**config.mk**
```make
export PLATFORM = sky130hd
export DESIGN_NAME = pipe_comparator
export DESIGN_NICKNAME = d
export VERILOG_FILES = /design/src/rtl/pipe_comparator_pkg.sv /design/src/rtl/pipe_cmp_stage.sv /design/src/rtl/pipe_comparator.sv
export SDC_FILE = /design/constraint.sdc
export NUM_CORES = 1
export LEC_CHECK = 0
export ABC_CLOCK_PERIOD_IN_PS = 2900
export CAP_MARGIN = 0
export CORE_ASPECT_RATIO = 0.5
export CORE_MARGIN = 2
export CORE_UTILIZATION = 45
export DETAILED_ROUTE_END_ITERATION = 8
export HOLD_SLACK_MARGIN = 0.1
export PLACE_DENSITY = 0.75
export RECOVER_POWER = 25
export SETUP_SLACK_MARGIN = 0.15
export SLEW_MARGIN = 20
export SYNTH_ARGS = -nofsm -noshare
export SYNTH_HDL_FRONTEND = slang
export SYNTH_SLANG_ARGS = --single-unit
```
**constraint.sdc**
```tcl
create_clock -name clk -period 2.9 [get_ports clk]
set_input_delay 0.725 -clock clk [delete_from_list [all_inputs] [get_ports clk]]
set_output_delay 0.725 -clock clk [all_outputs]
set_load 0.005 [all_outputs]
```
**src/rtl/pipe_comparator_pkg.sv**
```systemverilog
// ============================================================================
// Module  : pipe_comparator_pkg
// Brief   : Shared types and elaboration helpers for the pipelined comparator.
// Revision: 1.0
// ============================================================================
`default_nettype none

package pipe_comparator_pkg;

  typedef enum logic [1:0] {
    CMP_EQ = 2'd0,
    CMP_LT = 2'd1,
    CMP_GT = 2'd2
  } cmp_res_t;

  localparam int DEF_N     = 8;
  localparam int DEF_CHUNK = 3;
  localparam int DEF_CNT_W = 8;

  function automatic int calc_stages(input int n, input int chunk);
    return (n + 1) / chunk;
  endfunction

  function automatic bit width_ok(input int n, input int chunk);
    return (chunk > 0) && (((n + 1) % chunk) == 0);
  endfunction

  // An undecided walk means every slice matched.
  function automatic cmp_res_t encode_res(input logic decided, input logic res_lt);
    cmp_res_t res;
    res = CMP_EQ;
    if (decided) begin
      res = res_lt ? CMP_LT : CMP_GT;
    end
    return res;
  endfunction

endpackage

`default_nettype wire

```
**src/rtl/pipe_cmp_stage.sv**
```systemverilog
// ============================================================================
// Module  : pipe_cmp_stage
// Brief   : One MSB-first slice compare with optional pipeline register.
// Revision: 1.0
// ============================================================================
`default_nettype none

module pipe_cmp_stage #(
  parameter int N       = 8,
  parameter int CHUNK   = 3,
  parameter int K       = 0,
  parameter bit REG_OUT = 1'b1
) (
  input  logic         clk,
  input  logic         reset,
  input  logic         adv_i,
  input  logic         valid_i,
  input  logic         decided_i,
  input  logic         res_lt_i,
  input  logic [N:0]   x_i,
  input  logic [N:0]   y_i,
  output logic         valid_o,
  output logic         decided_o,
  output logic         res_lt_o,
  output logic [N:0]   x_o,
  output logic [N:0]   y_o
);

  localparam int SLICE_MSB = N - K * CHUNK;

  logic [CHUNK-1:0] w_xs;
  logic [CHUNK-1:0] w_ys;
  logic             decided_d;
  logic             res_lt_d;

  assign w_xs = x_i[SLICE_MSB -: CHUNK];
  assign w_ys = y_i[SLICE_MSB -: CHUNK];

  // Once an earlier slice has decided, later slices must not override it.
  always_comb begin
    decided_d = decided_i;
    res_lt_d  = res_lt_i;
    if (!decided_i && (w_xs != w_ys)) begin
      decided_d = 1'b1;
      res_lt_d  = (w_xs < w_ys);
    end
  end

  generate
    if (REG_OUT) begin : g_reg
      logic       valid_q;
      logic       decided_q;
      logic       res_lt_q;
      logic [N:0] x_q;
      logic [N:0] y_q;

      always_ff @(posedge clk) begin
        if (reset) begin
          valid_q   <= 1'b0;
          decided_q <= 1'b0;
          res_lt_q  <= 1'b0;
          x_q       <= '0;
          y_q       <= '0;
        end else if (adv_i) begin
          valid_q   <= valid_i;
          decided_q <= decided_d;
          res_lt_q  <= res_lt_d;
          x_q       <= x_i;
          y_q       <= y_i;
        end
      end

      assign valid_o   = valid_q;
      assign decided_o = decided_q;
      assign res_lt_o  = res_lt_q;
      assign x_o       = x_q;
      assign y_o       = y_q;
    end else begin : g_comb
      // The top-level output register acts as this stage's register.
      logic w_unused_ctl;
      assign w_unused_ctl = ^{clk, reset, adv_i};

      assign valid_o   = valid_i;
      assign decided_o = decided_d;
      assign res_lt_o  = res_lt_d;
      assign x_o       = x_i;
      assign y_o       = y_i;
    end
  endgenerate

endmodule

`default_nettype wire

```
**src/rtl/pipe_comparator.sv**
```systemverilog
// ============================================================================
// Module  : pipe_comparator
// Brief   : Pipelined signed/unsigned magnitude comparator with lt statistics.
// Revision: 1.0
// ============================================================================
`default_nettype none

module pipe_comparator
  import pipe_comparator_pkg::*;
#(
  parameter int N     = DEF_N,
  parameter int CHUNK = DEF_CHUNK,
  parameter int CNT_W = DEF_CNT_W
) (
  input  logic             clk,
  input  logic             reset,
  input  logic             in_valid,
  output logic             in_ready,
  input  logic [N:0]       x,
  input  logic [N:0]       y,
  input  logic             signed_mode,
  output logic             out_valid,
  input  logic             out_ready,
  output logic             lt,
  output logic             eq,
  output logic             gt,
  input  logic             cnt_clear,
  output logic [CNT_W-1:0] lt_count
);

  localparam int STAGES = calc_stages(N, CHUNK);

  generate
    if (!width_ok(N, CHUNK)) begin : g_width_check
      $error("pipe_comparator: operand width N+1 must be a multiple of CHUNK");
    end
  endgenerate

  logic              w_adv;
  logic [N:0]        w_x_cap;
  logic [N:0]        w_y_cap;
  logic [STAGES:0]   w_valid;
  logic [STAGES:0]   w_decided;
  logic [STAGES:0]   w_res_lt;
  logic [N:0]        w_x [STAGES+1];
  logic [N:0]        w_y [STAGES+1];
  cmp_res_t          w_res;
  logic              w_unused_ops;

  logic              out_valid_q;
  logic              lt_q;
  logic              eq_q;
  logic              gt_q;
  logic [CNT_W-1:0]  lt_count_q;
  logic [CNT_W-1:0]  lt_count_d;

  assign w_adv    = !out_valid_q || out_ready;
  assign in_ready = w_adv;

  // Flipping the sign bit maps two's-complement order onto unsigned order.
  assign w_x_cap = signed_mode ? {~x[N], x[N-1:0]} : x;
  assign w_y_cap = signed_mode ? {~y[N], y[N-1:0]} : y;

  assign w_valid[0]   = in_valid;
  assign w_decided[0] = 1'b0;
  assign w_res_lt[0]  = 1'b0;
  assign w_x[0]       = w_x_cap;
  assign w_y[0]       = w_y_cap;

  generate
    for (genvar k = 0; k < STAGES; k++) begin : g_stage
      pipe_cmp_stage #(
        .N       (N),
        .CHUNK   (CHUNK),
        .K       (k),
        .REG_OUT (k < STAGES - 1)
      ) u_stage (
        .clk       (clk),
        .reset     (reset),
        .adv_i     (w_adv),
        .valid_i   (w_valid[k]),
        .decided_i (w_decided[k]),
        .res_lt_i  (w_res_lt[k]),
        .x_i       (w_x[k]),
        .y_i       (w_y[k]),
        .valid_o   (w_valid[k+1]),
        .decided_o (w_decided[k+1]),
        .res_lt_o  (w_res_lt[k+1]),
        .x_o       (w_x[k+1]),
        .y_o       (w_y[k+1])
      );
    end
  endgenerate

  assign w_unused_ops = ^{w_x[STAGES], w_y[STAGES]};
  assign w_res        = encode_res(w_decided[STAGES], w_res_lt[STAGES]);

  always_ff @(posedge clk) begin
    if (reset) begin
      out_valid_q <= 1'b0;
      lt_q        <= 1'b0;
      eq_q        <= 1'b0;
      gt_q        <= 1'b0;
    end else if (w_adv) begin
      out_valid_q <= w_valid[STAGES];
      lt_q        <= w_valid[STAGES] && (w_res == CMP_LT);
      eq_q        <= w_valid[STAGES] && (w_res == CMP_EQ);
      gt_q        <= w_valid[STAGES] && (w_res == CMP_GT);
    end
  end

  // Clear beats a same-cycle increment; the count sticks at all-ones.
  always_comb begin
    lt_count_d = lt_count_q;
    if (cnt_clear) begin
      lt_count_d = '0;
    end else if (out_valid_q && out_ready && lt_q && (lt_count_q != {CNT_W{1'b1}})) begin
      lt_count_d = lt_count_q + 1'b1;
    end
  end

  always_ff @(posedge clk) begin
    if (reset) begin
      lt_count_q <= '0;
    end else begin
      lt_count_q <= lt_count_d;
    end
  end

  assign out_valid = out_valid_q;
  assign lt        = lt_q;
  assign eq        = eq_q;
  assign gt        = gt_q;
  assign lt_count  = lt_count_q;

endmodule

`default_nettype wire

```
==> run summary, run 1 <==
Setup slack, reg-to-reg - 1.12 ns
DRT Pass-1 Iters - 4
Unrepaired setup endpoints after global routing - no
WP data arrival - 1.95 ns
Largest cells by area after synthesis - dfxtp_1, nand2_1, a21oi_1
Worst Hold Class - flip-flop to flip-flop
Pwr dens - 480 mW/mm^2
Total routed wirelength - 3.35 mm
CP Capture Type - output pin
Initial Util - 0.470
Register area - 721 sq um
Die Y - 46.5 um
Hold path start - eq$_SDFFE_PP0P_
Synth area leader - dfxtp_1
Placed Instance Area - 0.00203 sq mm
CP peak stage delay - 0.45 ns
Final #Nets - 274
Distinct cells, synth - 36
Clk pin slew, worst setup/hold paths - 0.06 ns
Period utilization - 0.921
CTS buffer count - 5
Core area - 0.00345 sq mm
Residual DRC - 0
CP cell instances - clkdlybuf4s50_1, nor2b_1, clkinv_1, clkdlybuf4s50_1
ANT cells - 0
Fraction of registers with async set/reset - 0
CTS tree - yes
Share of cells above drive strength 1 - 0.0456
Clk_lat worst skew - 0.28 ns
Top delay family on crit path - buffers and inverters
Mapped Area - 0.00162 sq mm
Max Clk Rate - 375 MHz
Cell count after placement - 284
Vias in the first global route - 1,313
Relative slew slack - 0.287
Critical Path Start Type - input pin
RD Place Congestion - 0.886
Final std cells w/o fill - 292
Peak VDD IR - 279 uV
Worst reg2reg startpoint - out_valid$_SDFFE_PP0P_
Via count - 1,492
Setup bufs post-CTS - 0
Total GRT Usage - 0.178
Seq cells post-synth - 36
Die width - 89.0 um
Pins over their slew limit - 0
Status - finished, final reports clean
Worst r2r path cells - 4
Die area - 0.00413 sq mm
CTS resizes - 0
Fin area - 0.00212 sq mm
DR WL/cell - 11.5 um
H-tree depth - 2
Hold path depth - 2
Setup-failing EPs final - 0
Critical path's slowest cell - clkdlybuf4s50_1
Final hold vios - 0
Setup TNS - 0 ns
Critical path's most frequent cell - clkdlybuf4s50_1
Clk buf depth - 2
Num Clock Sinks - 36
Synth Area per Inst - 8.00 sq um
Hold Crit Endpoint - eq$_SDFFE_PP0P_
Detailed Route Iter0 Violations - 55
Post-route setup slack - 0.230 ns
P_leak - 0.817 nW
Setup slack at placement - 0.243 ns
Post-CTS Hold Buffers - 0
Antenna violations before repair - 0
Ys flop type - dfxtp_1
Worst Max-Slew Pin Slew - 1.07 ns
Reg2reg end - g_stage[0].u_stage.res_lt_o$_SDFFE_PP0P_
Final ANT Viol Nets - 0
Critical Path Fanout Max - 3
Global-route wire length before repair - 5.46 mm
Required time of the critical path - 2.17 ns
Area grow syn2layout - 30.3%
Sequential share of the synthesized area - 0.444
Net count after synthesis - 237
Total I/O pin count - 37
Vias per std cell - 5.11
Util after Layout - 0.613
Post-Synthesis Cells - 203
Area share of the largest cell type after synthesis - 0.444
Buf/Inv on CP - 3
Number of fill cells - 339
WS Path Type - input pin to output pin
FP Rows - 15
Largest net degree at the start of global routing - 28
Clock Skew - 0.00401 ns
Minimum clock period - 2.67 ns
Multi-input logic area - 813 sq um
EDFF count, synth - 0
GRT overflow - 0
Clk root buf - clkbuf_8
Ys Warns - 0
Max_cap viols - 0
Port buffer count - 36
DP HPWL - 2.39 mm
## sequential cells by signal, summed over array words and instances (netlist names)
name and cells:
g_stage.u_stage.x_o 9, g_stage.u_stage.y_o 9, lt_count 8, g_stage.u_stage.decided_o 2, g_stage.u_stage.res_lt_o 2, g_stage.u_stage.valid_o 2, eq 1, gt 1
lt 1, out_valid 1
## worst max-delay path by stage
stage | start | endpoint | cells after the start
floorplan | out_ready | in_ready | 4
global placement | out_ready | in_ready | 4
detailed placement | out_ready | in_ready | 4
CTS | out_ready | in_ready | 4
global route | out_ready | in_ready | 4
finish | out_ready | in_ready | 4
## power breakdown
group | switching (mW) | internal (mW) | total [mW]
Sequential | 0.0146 | 0.518 | 0.532
Clock | 0.168 | 0.194 | 0.362
Combinational | 0.0544 | 0.0672 | 0.122
## stage by stage
stage / hold slack, ns / total power [mW]
CTS: 0.452 / 1.03
global route: 0.474 / 1.07
floorplan: 0.432 / 0.611
detailed placement: 0.443 / 0.666
global placement: 0.441 / 0.661
finish: 0.447 / 1.02
## cells by family after synthesis
kind of cell               after synthesis  synth area share
muxes                                    1           0.00616
DFF                                     36             0.444
buffers and inverters                   22            0.0555
adders and majority gates               10            0.0770
xor gates and xnor gates                 3            0.0162
and+or+nand+nor                         84             0.229
AOI/OAI and AO/OA                       47             0.173
## metal layers
metal / vias to the layer above / wire (um) / global-route usage
met5: - / 0 / 0
met4: 0 / 44 / 0.0806
met3: 4 / 158 / 0.0502
met2: 34 / 1550 / 0.307
met1: 690 / 1600 / 0.211
li1: 764 / - / -
## cell usage in the layout, fill, tap and decap left out
cell type / synthesis / routed
a22oi_1: 1 / 1
and3_1: 1 / 1
o211ai_1: 1 / 1
o21a_1: 1 / 1
or2_2: 1 / 1
nor2_1: 12 / 12
nand3_1: 9 / 9
a31o_2: 1 / 1
nor4_1: 1 / 1
clkdlybuf4s50_1: 0 / 36
or3_1: 1 / 1
dfxtp_1: 36 / 36
mux2i_1: 1 / 1
xnor2_1: 1 / 1
nand4_2: 1 / 1
nand2_1: 44 / 44
o21ai_0: 7 / 7
a21oi_1: 26 / 26
ha_1: 10 / 10
clkbuf_8: 0 / 6
inv_1: 12 / 12
a41oi_1: 1 / 1
nor2b_1: 3 / 3
o2bb2ai_1: 1 / 1
clkbuf_1: 2 / 3
nor3_1: 7 / 7
xor2_1: 2 / 2
o2111ai_1: 1 / 1
nand2b_1: 3 / 3
buf_4: 0 / 2
o2111a_1: 1 / 1
o41ai_1: 1 / 1
clkinv_1: 1 / 1
a211oi_1: 3 / 3
a31oi_1: 1 / 1
or2_1: 1 / 1
a22o_1: 1 / 1
## Yosys cell counts, drive strengths merged (2+ instances only)
library cell  count
nor2b             3
a21oi            26
xor2              2
nand3             9
dfxtp            36
a211oi            3
buf               7
o21ai             7
ha               10
nor2             12
nand2b            3
inv              12
or2               2
nor3              7
clkbuf            2
nand2            44
## cell type report
class,instances,area share
sequential,36,0.341
clock buffer,8,0.0426
inverter,13,0.0231
timing repair buffer,39,0.179
multi-input combinational,145,0.384
tap,51,0.0302
## worst reg2reg max path, delay by kind of cell, from the launching register on
family	cells	cell delay [ns]
flops	1	0.37
simple gates	2	0.38
buf+inv	1	0.82
compound gates	1	0.11
Note: power is estimated with default switching activity, not from simulation.
==> run 2: changes to the inputs <==
ABC_CLOCK_PERIOD_IN_PS = not set   (was 2900)
CELL_PAD_IN_SITES_DETAIL_PLACEMENT = 0   (was not set)
CELL_PAD_IN_SITES_GLOBAL_PLACEMENT = 1   (was not set)
CORE_UTILIZATION = 38   (was 45)
PLACE_DENSITY = 0.84   (was 0.75)
==> run 2 against run 1 <==
  * Non-clock buffer count unchanged
  * Total power fell by 2.4%
  * Wire length is 0.87% higher
  * Fmax decreased by 1.0%
  * Worst setup slack worse by 0.027 ns
  * Cell count grew 0.68%
  * Hold slack better by 0.0033 ns
==> run summary, run 2 (synthesis results as in run 1) <==
Buf/Inv on CP - 3
Max_cap viols - 0
Vias in the first global route - 1,343
Commonest non-fill, non-tap cell in the layout - nand2_1
Required time of the critical path - 2.17 ns
Setup bufs post-CTS - 0
Relative slew slack - 0.252
Clock power share - 0.340
Critical Path Fanout Max - 3
Placed Instance Area - 0.00203 sq mm
CTS buffer count - 5
NetSw - 243 uW
Critical Path Start Type - input pin
Residual DRC - 0
Period utilization - 0.930
Die area - 0.00484 sq mm
Hold path start - g_stage[0].u_stage.y_o[2]$_SDFFE_PP0P_
Top delay family on crit path - buffers and inverters
Core area - 0.00400 sq mm
Peak VDD IR - 241 uV
Status - finished, final reports clean
Worst Max-Slew Pin Slew - 1.12 ns
Clk pin slew, worst setup/hold paths - 0.07 ns
Area grow syn2layout - 29.7%
Setup TNS - 0 ns
Initial Util - 0.406
CP peak stage delay - 0.46 ns
Most frequent cells in the layout - nand2_1, dfxtp_1, clkdlybuf4s50_1
FP Rows - 16
Hold path depth - 2
Fin area - 0.00211 sq mm
Detailed Route Iter0 Violations - 40
Minimum clock period - 2.70 ns
Multi-input logic area - 813 sq um
DP HPWL - 2.41 mm
Internal power - 749 uW
Critical path's slowest cell - clkdlybuf4s50_1
H-tree depth - 2
Pwr dens - 471 mW/mm^2
Sequential share of power - 0.537
DR WL/cell - 11.5 um
Final ANT Viol Nets - 0
Largest net degree at the start of global routing - 28
Post-CTS Hold Buffers - 0
Final #Nets - 274
Share of cells above drive strength 1 - 0.0458
Worst reg2reg startpoint - out_valid$_SDFFE_PP0P_
Worst r2r path cells - 4
Num Clock Sinks - 36
Worst Hold Class - flip-flop to flip-flop
Max Clk Rate - 371 MHz
ANT cells - 0
Switching share of power - 0.245
Vias per std cell - 4.93
Die Y - 50.2 um
Die width - 96.5 um
Hold Crit Endpoint - g_stage[0].u_stage.y_o[2]$_SDFFE_PP0P_
Clk_lat worst skew - 0.29 ns
Reg2reg end - g_stage[0].u_stage.res_lt_o$_SDFFE_PP0P_
CTS tree - yes
WP data arrival - 1.97 ns
RD Place Congestion - 0.739
Global-route wire length before repair - 5.78 mm
WS Path Type - input pin to output pin
Antenna violations before repair - 0
GRT overflow - 0
Port buffer count - 36
P_leak - 0.813 nW
Number of fill cells - 404
DRT Pass-1 Iters - 4
Setup slack, reg-to-reg - 1.04 ns
Total GRT Usage - 0.157
CP Capture Type - output pin
Clk buf depth - 2
Total routed wirelength - 3.38 mm
Critical path's most frequent cell - clkdlybuf4s50_1
Combinational Power Share - 0.123
Clk root buf - clkbuf_8
CP cell instances - clkdlybuf4s50_1, nor2b_1, clkinv_1, clkdlybuf4s50_1
Clock Skew - 0.00365 ns
Final hold vios - 0
Setup-failing EPs final - 0
Unrepaired setup endpoints after global routing - no
Pins over their slew limit - 0
Register area - 721 sq um
Stages on worst setup path - 4
Total I/O pin count - 37
Via count - 1,450
-- run 2: cell type report --
type,instances,share of cell area
tap,54,0.0321
sequential,36,0.342
inverter,13,0.0232
clock buffer,6,0.0344
clock inverter,1,0.00238
multi-input combinational,145,0.386
timing repair buffer,39,0.180
-- run 2: per-layer routing --
layer | GRT usage | wire [um] | vias to the layer above
li1 | - | - | 759
met1 | 0.185 | 1650 | 654
met2 | 0.265 | 1530 | 31
met3 | 0.0450 | 158 | 6
met4 | 0.0704 | 40 | 0
met5 | 0 | 0 | -
-- run 2: how the worst max path moves through the flow --
stage               from        to  slack [ns]
2_1_floorplan  out_ready  in_ready        0.82
3_3_place_gp   out_ready  in_ready        0.19
3_5_place_dp   out_ready  in_ready        0.20
4_1_cts        out_ready  in_ready        0.18
5_1_grt        out_ready  in_ready        0.10
6_report       out_ready  in_ready        0.20
-- run 2: through the flow --
step           instances  power (mW)  setup WS, ns  utilization  hold slack, ns
2_1_floorplan        203       0.611         0.823            -           0.432
3_3_place_gp         287       0.663         0.189        0.508           0.440
3_5_place_dp         287       0.665         0.200        0.508           0.443
4_1_cts              294        1.01         0.179        0.527           0.453
5_1_grt              294        1.05         0.101        0.526           0.470
6_report             294       0.992         0.203        0.526           0.451
-- run 2: timing repair --
action	4_1_cts	5_1_grt
gates resized for setup	0	1
endpoints found under the hold margin	0	0
endpoints found under the setup margin	0	1
-- run 2: worst min-delay path, cell delays in order (launching register included) --
cell and delay, ns:
dfxtp_1 0.31, nand2_1 0.05, a21oi_1 0.05
-- run 2: power by group through the flow --
stage	clock, mW	sequential [mW]	combinational [mW]
CTS	0.350	0.533	0.123
detailed placement	0	0.543	0.122
floorplan	0	0.540	0.0719
global route	0.375	0.535	0.140
global placement	0	0.543	0.120
finish	0.337	0.533	0.122
